## src/rtl/product_accumulator_pkg.sv

```systemverilog
// Shared types and constants for the product accumulator block.
// The saturating variant is selected with the MAC_ACC_SAT_EN macro (see acc_sat_adder).
package product_accumulator_pkg;

    localparam int unsigned PW_DEF   = 16;
    localparam int unsigned AW_DEF   = 24;
    localparam int unsigned CNTW_DEF = 8;

    // All-ones clamp value; consumers slice the low AW bits they need.
    localparam logic [63:0] SAT_MAX = '1;

    typedef enum logic [1:0] {
        IDLE = 2'd0,
        ACC  = 2'd1,
        HOLD = 2'd2
    } state_t;

endpackage

```

## src/rtl/product_accumulator_if.sv

```systemverilog
// Product-in / block-sum-out handshake bundle for product_accumulator.
// master: the side that produces products and consumes sums; slave: the accumulator.
interface product_accumulator_if
    import product_accumulator_pkg::*;
#(
    parameter int unsigned PW   = PW_DEF,
    parameter int unsigned AW   = AW_DEF,
    parameter int unsigned CNTW = CNTW_DEF
) ();

    logic [CNTW-1:0] len;
    logic            in_valid;
    logic            in_ready;
    logic [PW-1:0]   in_prod;
    logic            out_valid;
    logic            out_ready;
    logic [AW-1:0]   out_sum;
    logic            out_ovf;

    modport master (
        output len, in_valid, in_prod, out_ready,
        input  in_ready, out_valid, out_sum, out_ovf
    );

    modport slave (
        input  len, in_valid, in_prod, out_ready,
        output in_ready, out_valid, out_sum, out_ovf
    );

endinterface

```

## src/rtl/product_accumulator_acc_sat_adder.sv

```systemverilog
// acc_sat_adder: AW-bit accumulator plus zero-extended PW-bit product.
// Default: result wraps modulo 2^AW. With MAC_ACC_SAT_EN defined the result
// clamps to all-ones on a carry out.
module acc_sat_adder
    import product_accumulator_pkg::*;
#(
    parameter int unsigned AW = AW_DEF,
    parameter int unsigned PW = PW_DEF
) (
    input  logic [AW-1:0] acc,
    input  logic [PW-1:0] prod,
    output logic [AW-1:0] sum,
    output logic          carry
);

    logic [AW:0] wide;

    // AW+1-bit add; the top bit is the overflow carry. Once clamped, any
    // further nonzero product carries again and a zero product leaves the
    // all-ones value untouched, so the clamp persists without extra state.
    always_comb begin
        wide  = {1'b0, acc} + {{(AW + 1 - PW){1'b0}}, prod};
        carry = wide[AW];
`ifdef MAC_ACC_SAT_EN
        sum   = carry ? SAT_MAX[AW-1:0] : wide[AW-1:0];
`else
        sum   = wide[AW-1:0];
`endif
    end

endmodule

```

## src/rtl/product_accumulator.sv

```systemverilog
// product_accumulator: sums LEN consecutive PW-bit products into an AW-bit
// block sum and presents it on a valid/ready port. Optional macro
// MAC_ACC_SAT_EN makes the accumulator saturate instead of wrapping.
module product_accumulator
    import product_accumulator_pkg::*;
#(
    parameter int unsigned PW   = PW_DEF,
    parameter int unsigned AW   = AW_DEF,
    parameter int unsigned CNTW = CNTW_DEF
) (
    input  logic                  clk,
    input  logic                  rst,
    input  logic                  clear,
    product_accumulator_if.slave  bus
);

    state_t          state_q, state_d;
    logic [AW-1:0]   acc_q, acc_d;
    logic [CNTW-1:0] cnt_q, cnt_d;
    logic [CNTW-1:0] len_q, len_d;
    logic            ovf_q, ovf_d;

    logic            in_ready;
    logic            beat;
    logic [CNTW-1:0] cnt_inc;
    logic [CNTW-1:0] len_eff;
    logic [AW-1:0]   add_sum;
    logic            add_carry;

    acc_sat_adder #(
        .AW (AW),
        .PW (PW)
    ) u_adder (
        .acc   (acc_q),
        .prod  (bus.in_prod),
        .sum   (add_sum),
        .carry (add_carry)
    );

    // Handshake qualifiers and derived counter/length values.
    always_comb begin
        in_ready = (state_q != HOLD) && !clear;
        beat     = bus.in_valid && in_ready;
        cnt_inc  = cnt_q + CNTW'(1);
        len_eff  = (bus.len == '0) ? CNTW'(1) : bus.len;
    end

    // Next-state and datapath update; clear overrides every other input.
    always_comb begin
        state_d = state_q;
        acc_d   = acc_q;
        cnt_d   = cnt_q;
        len_d   = len_q;
        ovf_d   = ovf_q;
        if (clear) begin
            state_d = IDLE;
            acc_d   = '0;
            cnt_d   = '0;
            ovf_d   = 1'b0;
        end else begin
            case (state_q)
                IDLE: begin
                    if (beat) begin
                        len_d   = len_eff;
                        acc_d   = {{(AW - PW){1'b0}}, bus.in_prod};
                        cnt_d   = CNTW'(1);
                        ovf_d   = 1'b0;
                        state_d = (len_eff == CNTW'(1)) ? HOLD : ACC;
                    end
                end
                ACC: begin
                    if (beat) begin
                        acc_d = add_sum;
                        ovf_d = ovf_q | add_carry;
                        cnt_d = cnt_inc;
                        if (cnt_inc == len_q) begin
                            state_d = HOLD;
                        end
                    end
                end
                HOLD: begin
                    if (bus.out_ready) begin
                        state_d = IDLE;
                    end
                end
                default: begin
                    state_d = IDLE;
                end
            endcase
        end
    end

    // State and datapath registers with asynchronous active-low reset.
    always_ff @(posedge clk or negedge rst) begin
        if (!rst) begin
            state_q <= IDLE;
            acc_q   <= '0;
            cnt_q   <= '0;
            len_q   <= '0;
            ovf_q   <= 1'b0;
        end else begin
            state_q <= state_d;
            acc_q   <= acc_d;
            cnt_q   <= cnt_d;
            len_q   <= len_d;
            ovf_q   <= ovf_d;
        end
    end

    // Result port: the accumulator is held unchanged throughout HOLD.
    always_comb begin
        bus.in_ready  = in_ready;
        bus.out_valid = (state_q == HOLD);
        bus.out_sum   = acc_q;
        bus.out_ovf   = ovf_q;
    end

endmodule

```

## src/flat_wrapper.sv

```systemverilog
// flat-port wrapper written by rule: the top's interface ports become plain ports
module product_accumulator_flat import product_accumulator_pkg::*;
#(
    parameter int unsigned PW   = PW_DEF,
    parameter int unsigned AW   = AW_DEF,
    parameter int unsigned CNTW = CNTW_DEF
)
  (clk, rst, clear, bus_len, bus_in_valid, bus_in_prod, bus_out_ready, bus_in_ready, bus_out_valid, bus_out_sum, bus_out_ovf);
  product_accumulator_if #(.PW(PW), .AW(AW), .CNTW(CNTW)) bus_i ();
  input  logic clk;
  input  logic rst;
  input  logic clear;
  input wire logic [$bits(bus_i.len)-1:0] bus_len;
  input wire logic [$bits(bus_i.in_valid)-1:0] bus_in_valid;
  input wire logic [$bits(bus_i.in_prod)-1:0] bus_in_prod;
  input wire logic [$bits(bus_i.out_ready)-1:0] bus_out_ready;
  output wire logic [$bits(bus_i.in_ready)-1:0] bus_in_ready;
  output wire logic [$bits(bus_i.out_valid)-1:0] bus_out_valid;
  output wire logic [$bits(bus_i.out_sum)-1:0] bus_out_sum;
  output wire logic [$bits(bus_i.out_ovf)-1:0] bus_out_ovf;
  assign bus_i.len = bus_len;
  assign bus_i.in_valid = bus_in_valid;
  assign bus_i.in_prod = bus_in_prod;
  assign bus_i.out_ready = bus_out_ready;
  assign bus_in_ready = bus_i.in_ready;
  assign bus_out_valid = bus_i.out_valid;
  assign bus_out_sum = bus_i.out_sum;
  assign bus_out_ovf = bus_i.out_ovf;
  product_accumulator #(.PW(PW), .AW(AW), .CNTW(CNTW)) u_core (.clk(clk), .rst(rst), .clear(clear), .bus(bus_i));
endmodule
```

## config.mk

```make
export PLATFORM = sky130hd
export DESIGN_NAME = product_accumulator_flat
export DESIGN_NICKNAME = d
export VERILOG_FILES = /design/src/rtl/product_accumulator_pkg.sv /design/src/rtl/product_accumulator_if.sv /design/src/rtl/product_accumulator_acc_sat_adder.sv /design/src/rtl/product_accumulator.sv /design/src/flat_wrapper.sv
export SDC_FILE = /design/constraint.sdc
export NUM_CORES = 1
export LEC_CHECK = 0
export CAP_MARGIN = 0
export CORE_ASPECT_RATIO = 1.75
export CORE_MARGIN = 3
export CORE_UTILIZATION = 53
export CTS_CLUSTER_DIAMETER = 200
export DETAILED_ROUTE_END_ITERATION = 8
export GPL_TIMING_DRIVEN = 0
export HOLD_SLACK_MARGIN = 0.02
export PLACE_DENSITY = 0.77
export RECOVER_POWER = 100
export SLEW_MARGIN = 20
export SYNTH_ARGS = -nofsm -noshare
export SYNTH_HDL_FRONTEND = slang
export SYNTH_SLANG_ARGS = --single-unit
```

## constraint.sdc

```tcl
create_clock -name clk -period 3.2 [get_ports clk]
set_clock_uncertainty 0.05 [all_clocks]
set_input_delay 0.64 -clock clk [delete_from_list [all_inputs] [get_ports clk]]
set_output_delay 0.64 -clock clk [all_outputs]
set_load 0.1 [all_outputs]
```

==> results of run 1 <==
## power by group
group	leakage (nW)	switching [W]	internal, W
Clock	0.0470	0.000189	0.000170
Combinational	1.03	0.000366	0.000204
Sequential	0.568	0.0000365	0.000585
Total	1.64	0.000591	0.000958
## repair_timing
action,CTS,global route
hold buffers,0,0
gates resized for setup,4,3
setup endpoints to repair,1,3
buffers inserted,0,0
pin swaps,0,1
## synth_stat cells, types with 3 or more instances
master and instances:
a211oi_1 7, a21o_1 7, a21oi_1 18, a22o_1 3, a22oi_1 9, a31oi_1 5
and3_1 5, clkbuf_1 13, dfrtp_1 43, ha_1 17, inv_1 5, mux2_2 7
nand2_1 28, nand2b_1 3, nand3_1 10, nand4_1 6, nor2_1 31, nor2b_1 9
nor3_1 6, nor3b_1 5, o21a_1 4, o21ai_0 17, o21ai_1 16, o31ai_1 6
or3_1 4, or4_1 3, xnor2_1 17, xor2_1 7
## per-layer routing
| metal | GRT usage | vias to the layer above |
|---|---|---|
| li1 | - | 1381 |
| met1 | 0.291 | 1339 |
| met2 | 0.423 | 79 |
| met3 | 0.0362 | 22 |
| met4 | 0.109 | 0 |
| met5 | 0 | - |
## logic make-up after synthesis
family                     share of synthesized area
and+or+nand+nor                                0.204
muxes                                         0.0365
buffers and inverters                         0.0295
xor gates and xnor gates                      0.0697
DFF                                            0.357
adders and majority gates                     0.0772
AOI/OAI and AO/OA                              0.227
## area by class of cell
type / instances / area [um2] / area share
Clock inverter: 1 / 5.00 / 0.00134
Buffer: 14 / 53.8 / 0.0144
Tap cell: 74 / 92.6 / 0.0247
Sequential cell: 43 / 1080 / 0.287
Multi-Input combinational cell: 278 / 1850 / 0.494
Timing Repair Buffer: 56 / 549 / 0.147
Clock buffer: 6 / 82.6 / 0.0220
Inverter: 6 / 36.3 / 0.00969
## layout by cell type (no fill, tap or decap), types with 5 or more instances in the layout
cell             synthesis  final
mux2_2                   7      7
and3_1                   5      5
a31oi_1                  5      5
clkbuf_1                13     15
clkbuf_8                 0      6
nor3_1                   6      6
nand2_1                 28     28
xor2_1                   7      7
nor2_1                  31     31
o31ai_1                  6      6
a211oi_1                 7      7
dfrtp_1                 43     43
a21oi_1                 18     18
o21ai_1                 16     15
a21o_1                   7      7
nor3b_1                  5      5
nor2b_1                  9      7
nand4_1                  6      6
inv_1                    5      5
xnor2_1                 17     17
nand3_1                 10     10
o21ai_0                 17     18
dlygate4sd3_1            0     26
clkdlybuf4s50_1          0     27
a22oi_1                  9      9
ha_1                    17     17
## sequential cells by signal (all words and copies together) (netlist names)
register            count
u_core.cnt_q            8
u_core.state_q          2
u_core.bus.out_ovf      1
u_core.len_q            8
u_core.bus.out_sum     24
## final timing paths
check                                            from                endpoint  cells past startpoint
worst max-delay path                   bus_in_prod[1]  u_core.bus.out_sum[21]                      9
min in group clk                   u_core.bus.out_ovf      u_core.bus.out_ovf                      1
max in group asynchronous                         rst   u_core.bus.out_sum[2]                      2
worst max register to register  u_core.bus.out_sum[3]  u_core.bus.out_sum[21]                      8
worst min-delay path                              rst         u_core.len_q[2]                      1
worst min register to register     u_core.bus.out_ovf      u_core.bus.out_ovf                      1
## through the flow
step	instance area [um2]	instances	power (W)	hold slack [ps]	setup TNS [ps]
detailed placement	3680	471	0.00121	453	-1150
global route	3750	478	0.00163	327	0
finish	3750	478	0.00155	295	0
global placement	3660	470	0.00120	434	-1020
CTS	3770	478	0.00157	180	0
floorplan	3020	341	0.00105	294	0
## critical path, cell delays in order
cell             delay (ps)
clkdlybuf4s50_1         460
ha_1                    290
a21o_2                  130
nand4_2                 130
a2111oi_0               560
nor2_2                  170
o32a_1                  450
or3_1                   320
a21oi_1                 140
==> impl_metrics.env, run 1 <==
export IMPL_grt_antenna_before_repair=0
export IMPL_worst_slack_ps=72.7
export IMPL_fmax_mhz=320
export IMPL_synth_avg_cell_area_um2=8.84
export IMPL_finalCriticalPeriod_ps=3130
export IMPL_maxUsedRoutingLayer="met4"
export IMPL_synth_area_leaders="dfrtp_1 36%, ha_1 7.1%, xnor2_1 4.9%, nor2_1 3.9%, nand2_1 3.5%"
export IMPL_rows=35
export IMPL_grt_max_degree=32
export IMPL_syn_nets=388
export IMPL_path_max_fanout=6
export IMPL_core_area_um2=5390
export IMPL_m1WireLength_um=3170
export IMPL_start_util=0.560
export IMPL_tritoncts="yes"
export IMPL_relSlewSlack=-0.139
export IMPL_finalSetupViolCount=0
export IMPL_met3WireLength_um=271
export IMPL_ctsRootBufferMaster="clkbuf_8"
export IMPL_die_w_um=63.0
export IMPL_grt_pass1_vias=2840
export IMPL_grt_pass1_wl_um=13100
export IMPL_cts_clk_slew_worst_paths_ps=80
export IMPL_fin_nets=451
export IMPL_vias_per_cell=5.90
export IMPL_hold_violations=0
export IMPL_synth_edff_count=0
export IMPL_ys_warnings_count=0
export IMPL_syn_cell_area_um2=3020
export IMPL_drc_errors=0
export IMPL_route_met2_wl_um=3980
export IMPL_fill_cells=475
export IMPL_cp_arrival_ps=3310
export IMPL_num_vias=2821
export IMPL_cts_buffers=5
export IMPL_die_h_um=106
export IMPL_h_tree_depth=2
export IMPL_gp_congestion=0.876
export IMPL_grt_overflow=0
export IMPL_cts_sinks=43
export IMPL_rsz0062_at_grt="no"
export IMPL_drive_above_1_share=0.0668
export IMPL_power_leakage_nw=1.64
export IMPL_min_path_type="input pin to async pin"
export IMPL_io_buffers=55
export IMPL_run_status="finished with violations"
export IMPL_seq_area_frac_synth=0.357
export IMPL_wirelength_um=7640
export IMPL_synth_top_area_cell="dfrtp_1"
export IMPL_maxCapViolCount=1
export IMPL_clk_path_buf_depth=2
export IMPL_area_delta_synth_final_pct=24.2
export IMPL_yosysUniqueCellTypes=52
export IMPL_worstPathRequired_ps=3380
export IMPL_ys_ff_latch=43
export IMPL_powerDensity_nw_per_um2=414
export IMPL_post_route_util=0.695
export IMPL_place_ws_ps=-559
export IMPL_crit_type="input pin to flip-flop"
export IMPL_peakVddDrop_mv=0.304
export IMPL_clock_latency_ps=300
export IMPL_asyncSetResetFlopFracSynth=1.00
export IMPL_period_share=0.977
export IMPL_r2r_slack_ps=470
export IMPL_synth_top_area_frac=0.357
export IMPL_tightestPinTransition_ps=1710
export IMPL_avgRoutedWirePerCell_um=16.0
export IMPL_synth_ff_type="dfrtp_1"
export IMPL_final_max_slew_viol_count=32
export IMPL_drt_iter0_drc=204
export IMPL_diodes=0
export IMPL_hpwl_um=5920
export IMPL_grt_usage=0.243
export IMPL_netlist_instances=341
export IMPL_dr_pass1_iters=4
export IMPL_failed_checks="capacitance limit, slew limit"
export IMPL_die_area_um2=6670
export IMPL_cp_start_kind="input pin"
export IMPL_ant_nets=0
export IMPL_io_pins=56
export IMPL_endpoint_kind="flip-flop"
Note: power is estimated with default switching activity, not from simulation.
==> run 2: changes to the inputs <==
Settings changed: ABC_AREA set to 1, CORE_UTILIZATION 53 to 54.
==> run 2 against run 1 <==
The flow still finishes with violations (capacitance limit, slew limit); critical path depth decreased by 5; area after synthesis increased by 10%; via count increased by 16%; worst hold slack got worse by 8.1 ps; sequential share of layout area decreased by 2.1 points; first-iteration DRC count decreased by 47%; non-clock buffer count decreased by 6; power increased by 69%; fmax increased by 11%; global-route usage increased by 1.5 points; count of clock-buffer cells in the layout increased by 1.
==> impl_metrics.env, run 2 <==
export IMPL_finalCriticalPeriod_ps=2820
export IMPL_switching_share=0.520
export IMPL_fin_nets=583
export IMPL_rows=37
export IMPL_relSlewSlack=-0.173
export IMPL_h_tree_depth=2
export IMPL_p_sw_w=0.00136
export IMPL_drc_errors=0
export IMPL_asyncSetResetFlopFracSynth=1.00
export IMPL_worstPathRequired_ps=2510
export IMPL_worstReg2RegEnd="u_core.bus.out_sum[16]"
export IMPL_m1WireLength_um=3370
export IMPL_vias_per_cell=5.34
export IMPL_finalSetupViolCount=0
export IMPL_worst_r2r_cell_count=14
export IMPL_r2r_slack_ps=850
export IMPL_fin_tns_setup_ps=0
export IMPL_final_cell_mix="125 x nand2_1, 58 x nor2_1, 46 x inv_1"
export IMPL_cp_start_kind="flip-flop"
export IMPL_min_path_type="input pin to async pin"
export IMPL_ys_warnings_count=0
export IMPL_critPathCapture="bus_in_ready"
export IMPL_core_area_um2=5930
export IMPL_period_share=0.882
export IMPL_synth_top_area_cell="dfrtp_1"
export IMPL_finalNonFillerCells=615
export IMPL_final_max_slew_viol_count=33
export IMPL_dr_pass1_iters=4
export IMPL_cts_resized=0
export IMPL_die_area_um2=7150
export IMPL_num_vias=3286
export IMPL_clk_path_buf_depth=2
export IMPL_crit_type="flip-flop to primary output"
export IMPL_met3WireLength_um=194
export IMPL_failed_checks="capacitance limit, slew limit"
export IMPL_gp_congestion=0.945
export IMPL_synth_avg_cell_area_um2=7.00
export IMPL_die_w_um=65.2
export IMPL_maxCapViolCount=1
export IMPL_r2r_start="u_core.bus.out_sum[0]"
export IMPL_cts_clk_slew_worst_paths_ps=90
export IMPL_cp_arrival_ps=2130
export IMPL_crit_start="u_core.state_q[1]"
export IMPL_synth_ff_type="dfrtp_1"
export IMPL_syn_nets=521
export IMPL_maxUsedRoutingLayer="met4"
export IMPL_fin_hold_ws_ps=286
export IMPL_seq_area_frac_synth=0.325
export IMPL_die_h_um=110
export IMPL_run_status="finished with violations"
export IMPL_synth_area_leaders="dfrtp_1 32%, nand2_1 14%, nor2_1 6.7%, ha_1 6.4%, inv_1 5.2%"
export IMPL_dp_cells=607
export IMPL_clock_latency_ps=310
export IMPL_cts_buffers=5
export IMPL_grt_pass1_vias=3239
export IMPL_tritoncts="yes"
export IMPL_grt_overflow=0
export IMPL_post_synth_top_count_cell="nand2_1"
export IMPL_path_max_fanout=3
export IMPL_endpoint_kind="primary output"
export IMPL_clkPwrFrac=0.151
export IMPL_hold_buffers=0
export IMPL_avgRoutedWirePerCell_um=14.1
export IMPL_seqCellArea_um2=1080
export IMPL_hold_violations=0
export IMPL_ctsRootBufferMaster="clkbuf_8"
export IMPL_rsz0062_at_grt="no"
export IMPL_area_delta_synth_final_pct=21.7
export IMPL_synth_top_area_frac=0.325
export IMPL_combPwrFrac=0.557
export IMPL_largest_reg_flops=24
export IMPL_yosysUniqueCellTypes=38
export IMPL_powerDensity_nw_per_um2=648
export IMPL_ant_nets=0
export IMPL_postCtsSetupBuffers=0
export IMPL_tightestPinTransition_ps=1760
export IMPL_io_buffers=54
export IMPL_start_util=0.560
export IMPL_yosys_top_cells_count="121 x nand2_1, 59 x nor2_1, 46 x inv_1"
export IMPL_netlist_instances=474
export IMPL_seq_power_share=0.292
export IMPL_final_common_cell="nand2_1"
export IMPL_diodes=0
export IMPL_grt_max_degree=33
export IMPL_power_leakage_nw=1.99
export IMPL_route_met2_wl_um=4850
export IMPL_drt_iter0_drc=108
export IMPL_grt_antenna_before_repair=0
export IMPL_fmax_mhz=354
export IMPL_multiInputGateArea_um2=2000
export IMPL_io_pins=56
export IMPL_drive_above_1_share=0.0912
export IMPL_p_total_w=0.00262
export IMPL_cts_sinks=43
export IMPL_syn_cell_area_um2=3320
export IMPL_grt_pass1_wl_um=14300
export IMPL_p_int_w=0.00125
export IMPL_wirelength_um=8680
export IMPL_fill_cells=548
export IMPL_grt_usage=0.258
export IMPL_hpwl_um=6970
export IMPL_peakVddDrop_mv=0.410
export IMPL_post_route_util=0.681
export IMPL_ys_ff_latch=43
export IMPL_synth_edff_count=0
run 2: cell types whose count changed in the layout (fill, tap and decap cells not counted), moves of 7 or more:
| cell | change |
|---|---|
| xnor2_1 | -15 |
| nor2_1 | +27 |
| a21oi_1 | +9 |
| nand3_2 | +8 |
| o21ai_1 | -15 |
| nand3_1 | +15 |
| a22oi_1 | -9 |
| nand2_2 | +16 |
| nor2b_1 | -7 |
| o21ai_0 | +27 |
| a211oi_1 | -7 |
| nand2_1 | +97 |
| inv_1 | +41 |
run 2: per-stage QoR:
stage	setup WS [ps]	cell area [um2]
2_1_floorplan	457	3320
5_1_grt	207	4040
3_5_place_dp	345	3970
3_3_place_gp	230	3960
6_report	379	4040
4_1_cts	429	4080
run 2: cells by family (layout without fill, tap and decap cells):
kind of cell,Yosys count,after routing,synth area share
simple gates,260,260,0.371
compound gates,85,85,0.138
buf+inv,57,120,0.0664
flops,43,43,0.325
fa+ha+maj,18,18,0.0702
xor+xnor,10,10,0.0264
mux,1,1,0.00340
run 2: worst min path at each step:
stage | from | slack (ps) | depth (start not counted) | endpoint
6_report | rst | 290 | 1 | u_core.bus.out_sum[5]
5_1_grt | rst | 330 | 1 | u_core.bus.out_sum[5]
4_1_cts | rst | 170 | 1 | u_core.bus.out_sum[5]
3_5_place_dp | u_core.bus.out_sum[8] | 450 | 2 | u_core.bus.out_sum[8]
3_3_place_gp | u_core.bus.out_sum[11] | 440 | 2 | u_core.bus.out_sum[11]
2_1_floorplan | rst | 290 | 0 | u_core.bus.out_ovf
run 2: layout make-up:
class                      instances  area share
multi-input combinational        374       0.496
sequential                        43       0.267
timing repair buffer              55       0.133
inverter                          48      0.0447
tap                               78      0.0242
clock buffer                       7      0.0239
buffer                             9     0.00899
clock inverter                     1     0.00186
run 2: critical path, cell delays in order, from the launching register on:
cell and delay, ps:
dfrtp_1 400, inv_1 90, nor2_2 50, nor2_1 80, dlygate4sd3_1 1200
run 2: power by group through the flow:
stage                     Clock [W]  Combinational (W)  Sequential [W]
after floorplan                   0           0.000766         0.00111
after global placement            0            0.00147        0.000774
after detailed placement          0            0.00149        0.000778
after CTS                  0.000407            0.00150        0.000767
after global routing       0.000419            0.00159        0.000777
final                      0.000395            0.00146        0.000765
run 2: per-layer routing:
metal,vias up,global-route usage
li1,1672,-
met1,1526,0.274
met2,66,0.489
met3,22,0.0399
met4,0,0.111
met5,-,0
==> run 3: changes to the inputs <==
Settings changed: CAP_MARGIN 0 to 15, CORE_UTILIZATION 54 to 55, SYNTH_HIERARCHICAL set to 1.
==> run 3 against run 2 <==
The run still ends with capacitance limit, slew limit left; combinational power rose by 10%; design area rose by 6.8%; sequential share of layout area fell by 1.7 points; fmax down 5.5%; utilization rose by 0.55 points; wire length up 14%; count of clock-buffer cells in the layout is the same; clock power shrank 3%; area after synthesis rose by 8.2%; flip-flop and latch count stayed put.
==> impl_metrics.env, run 3 <==
export IMPL_finalSetupViolCount=0
export IMPL_rsz0062_at_grt="no"
export IMPL_cp_arrival_ps=2300
export IMPL_final_common_cell="nand2_1"
export IMPL_drt_iter0_drc=171
export IMPL_diodes=0
export IMPL_grt_pass1_wl_um=16500
export IMPL_synth_top_area_cell="dfrtp_1"
export IMPL_worst_slack_ps=213
export IMPL_fin_area_um2=4310
export IMPL_fin_tns_setup_ps=0
export IMPL_post_route_util=0.686
export IMPL_ys_ff_latch=43
export IMPL_io_buffers=55
export IMPL_cts_buffers=5
export IMPL_endpoint_kind="primary output"
export IMPL_die_h_um=113
export IMPL_seq_area_frac_synth=0.300
export IMPL_final_cell_mix="221 x nand2_1, 78 x inv_1, 65 x nor2_1"
export IMPL_netlist_instances=582
export IMPL_post_synth_top_count_cell="nand2_1"
export IMPL_io_pins=56
export IMPL_vias_per_cell=5.25
export IMPL_fin_nets=692
export IMPL_dp_cells=718
export IMPL_hold_violations=0
export IMPL_avgRoutedWirePerCell_um=13.6
export IMPL_largest_reg_flops=24
export IMPL_cts_sinks=43
export IMPL_worstPathCellList="dlygate4sd3_1 -> inv_1 -> nand2_1 -> inv_1 -> clkbuf_1"
export IMPL_asyncSetResetFlopFracSynth=1.00
export IMPL_fmax_mhz=335
export IMPL_peakVddDrop_mv=0.450
export IMPL_grt_max_degree=33
export IMPL_grt_antenna_before_repair=0
export IMPL_rows=38
export IMPL_ctsRootBufferMaster="clkbuf_8"
export IMPL_dr_pass1_iters=4
export IMPL_postCtsSetupBuffers=0
export IMPL_cp_start_kind="input pin"
export IMPL_failed_checks="capacitance limit, slew limit"
export IMPL_slowest_delay_ps=860
export IMPL_gp_congestion=0.940
export IMPL_finalNonFillerCells=726
export IMPL_syn_nets=629
export IMPL_die_w_um=67.0
export IMPL_crit_slowest_cell="clkbuf_1"
export IMPL_path_max_fanout=4
export IMPL_drc_errors=0
export IMPL_tightestPinTransition_ps=1780
export IMPL_crit_type="input pin to primary output"
export IMPL_r2r_start="u_core/bus.out_sum[0]"
export IMPL_min_path_type="input pin to async pin"
export IMPL_yosys_top_cells_count="220 x nand2_1, 78 x inv_1, 63 x nor2_1"
export IMPL_num_vias=3811
export IMPL_core_area_um2=6280
export IMPL_hpwl_um=8180
export IMPL_wirelength_um=9850
export IMPL_ant_nets=0
export IMPL_grt_overflow=0
export IMPL_dpl_cell_area_um2=4250
export IMPL_synth_area_leaders="dfrtp_1 30%, nand2_1 23%, inv_1 8.2%, nor2_1 6.6%, nand3_1 6.3%"
export IMPL_drive_above_1_share=0.0294
export IMPL_synth_ff_type="dfrtp_1"
export IMPL_place_ws_ps=45.6
export IMPL_hold_buffers=0
export IMPL_cp_common_cell="inv_1"
export IMPL_multiInputGateArea_um2=2160
export IMPL_ys_warnings_count=6
export IMPL_period_share=0.933
export IMPL_relSlewSlack=-0.185
export IMPL_yosysUniqueCellTypes=30
export IMPL_clk_path_buf_depth=2
export IMPL_worstPathRequired_ps=2510
export IMPL_area_delta_synth_final_pct=20.1
export IMPL_grt_usage=0.283
export IMPL_seqCellArea_um2=1080
export IMPL_power_leakage_nw=2.27
export IMPL_tritoncts="yes"
export IMPL_run_status="finished with violations"
export IMPL_worstPathBufferInverterCount=4
export IMPL_cts_clk_slew_worst_paths_ps=90
export IMPL_maxCapViolCount=1
export IMPL_critical_path_top_delay_family="buffers and inverters"
export IMPL_synth_edff_count=0
export IMPL_h_tree_depth=2
export IMPL_die_area_um2=7560
export IMPL_synth_top_area_frac=0.300
export IMPL_powerDensity_nw_per_um2=639
export IMPL_synth_avg_cell_area_um2=6.16
export IMPL_start_util=0.571
export IMPL_grt_pass1_vias=3845
export IMPL_fill_cells=601
export IMPL_syn_cell_area_um2=3590
export IMPL_final_max_slew_viol_count=33
export IMPL_crit_start="clear"
export IMPL_clock_latency_ps=320
export IMPL_finalCriticalPeriod_ps=2990
## run 3: path summary, 6_finish.rpt
path                                           to  slack [ps]  cells past startpoint
min in group clk                  u_core/len_q[2]         440                      2
max in group asynchronous  u_core/bus.out_sum[18]         730                      2
max reg2reg                    u_core/bus.out_ovf         970                     12
min reg2reg                       u_core/len_q[2]         440                      2
min                         u_core/bus.out_sum[3]         280                      1
max                                  bus_in_ready         210                      5
## run 3: layout make-up
class / instances / area share
Sequential cell: 43 / 0.250
Clock inverter: 1 / 0.00203
Buffer: 9 / 0.00842
Tap cell: 80 / 0.0232
Inverter: 80 / 0.0697
Timing Repair Buffer: 56 / 0.126
Multi-Input combinational cell: 450 / 0.501
Clock buffer: 7 / 0.0200
## run 3: cells by family (layout without fill, tap and decap cells)
family                     count (synthesis)  count (layout)  synth area share
AOI/OAI and AO/OA                         61              61            0.0879
xor gates and xnor gates                  14              14            0.0380
adders and majority gates                 18              18            0.0649
buffers and inverters                     89             153            0.0959
DFF                                       43              43             0.300
and+or+nand+nor                          357             357             0.413
## run 3: per-stage QoR
| stage | hold slack, ps | total power [W] |
|---|---|---|
| 5_1_grt | 328 | 0.00297 |
| 4_1_cts | 154 | 0.00282 |
| 3_3_place_gp | 424 | 0.00240 |
| 3_5_place_dp | 423 | 0.00243 |
| 6_report | 279 | 0.00275 |
| 2_1_floorplan | 294 | 0.00199 |
## run 3: routing by layer
metal	up-vias	routed length [um]	track usage
met4	0	516	0.159
met2	81	5600	0.558
met1	1746	3410	0.256
met3	33	319	0.0407
met5	-	0	0
li1	1951	-	-
## run 3: report_power, final
| group | internal, W | switching (W) |
|---|---|---|
| Sequential | 0.000660 | 0.0000972 |
| Combinational | 0.000440 | 0.00117 |
| Clock | 0.000177 | 0.000206 |
## run 3: timing repair
action | in CTS | in global routing
endpoints found under the setup margin | 0 | 1
endpoints found under the hold margin | 0 | 0
resized for setup | 0 | 1
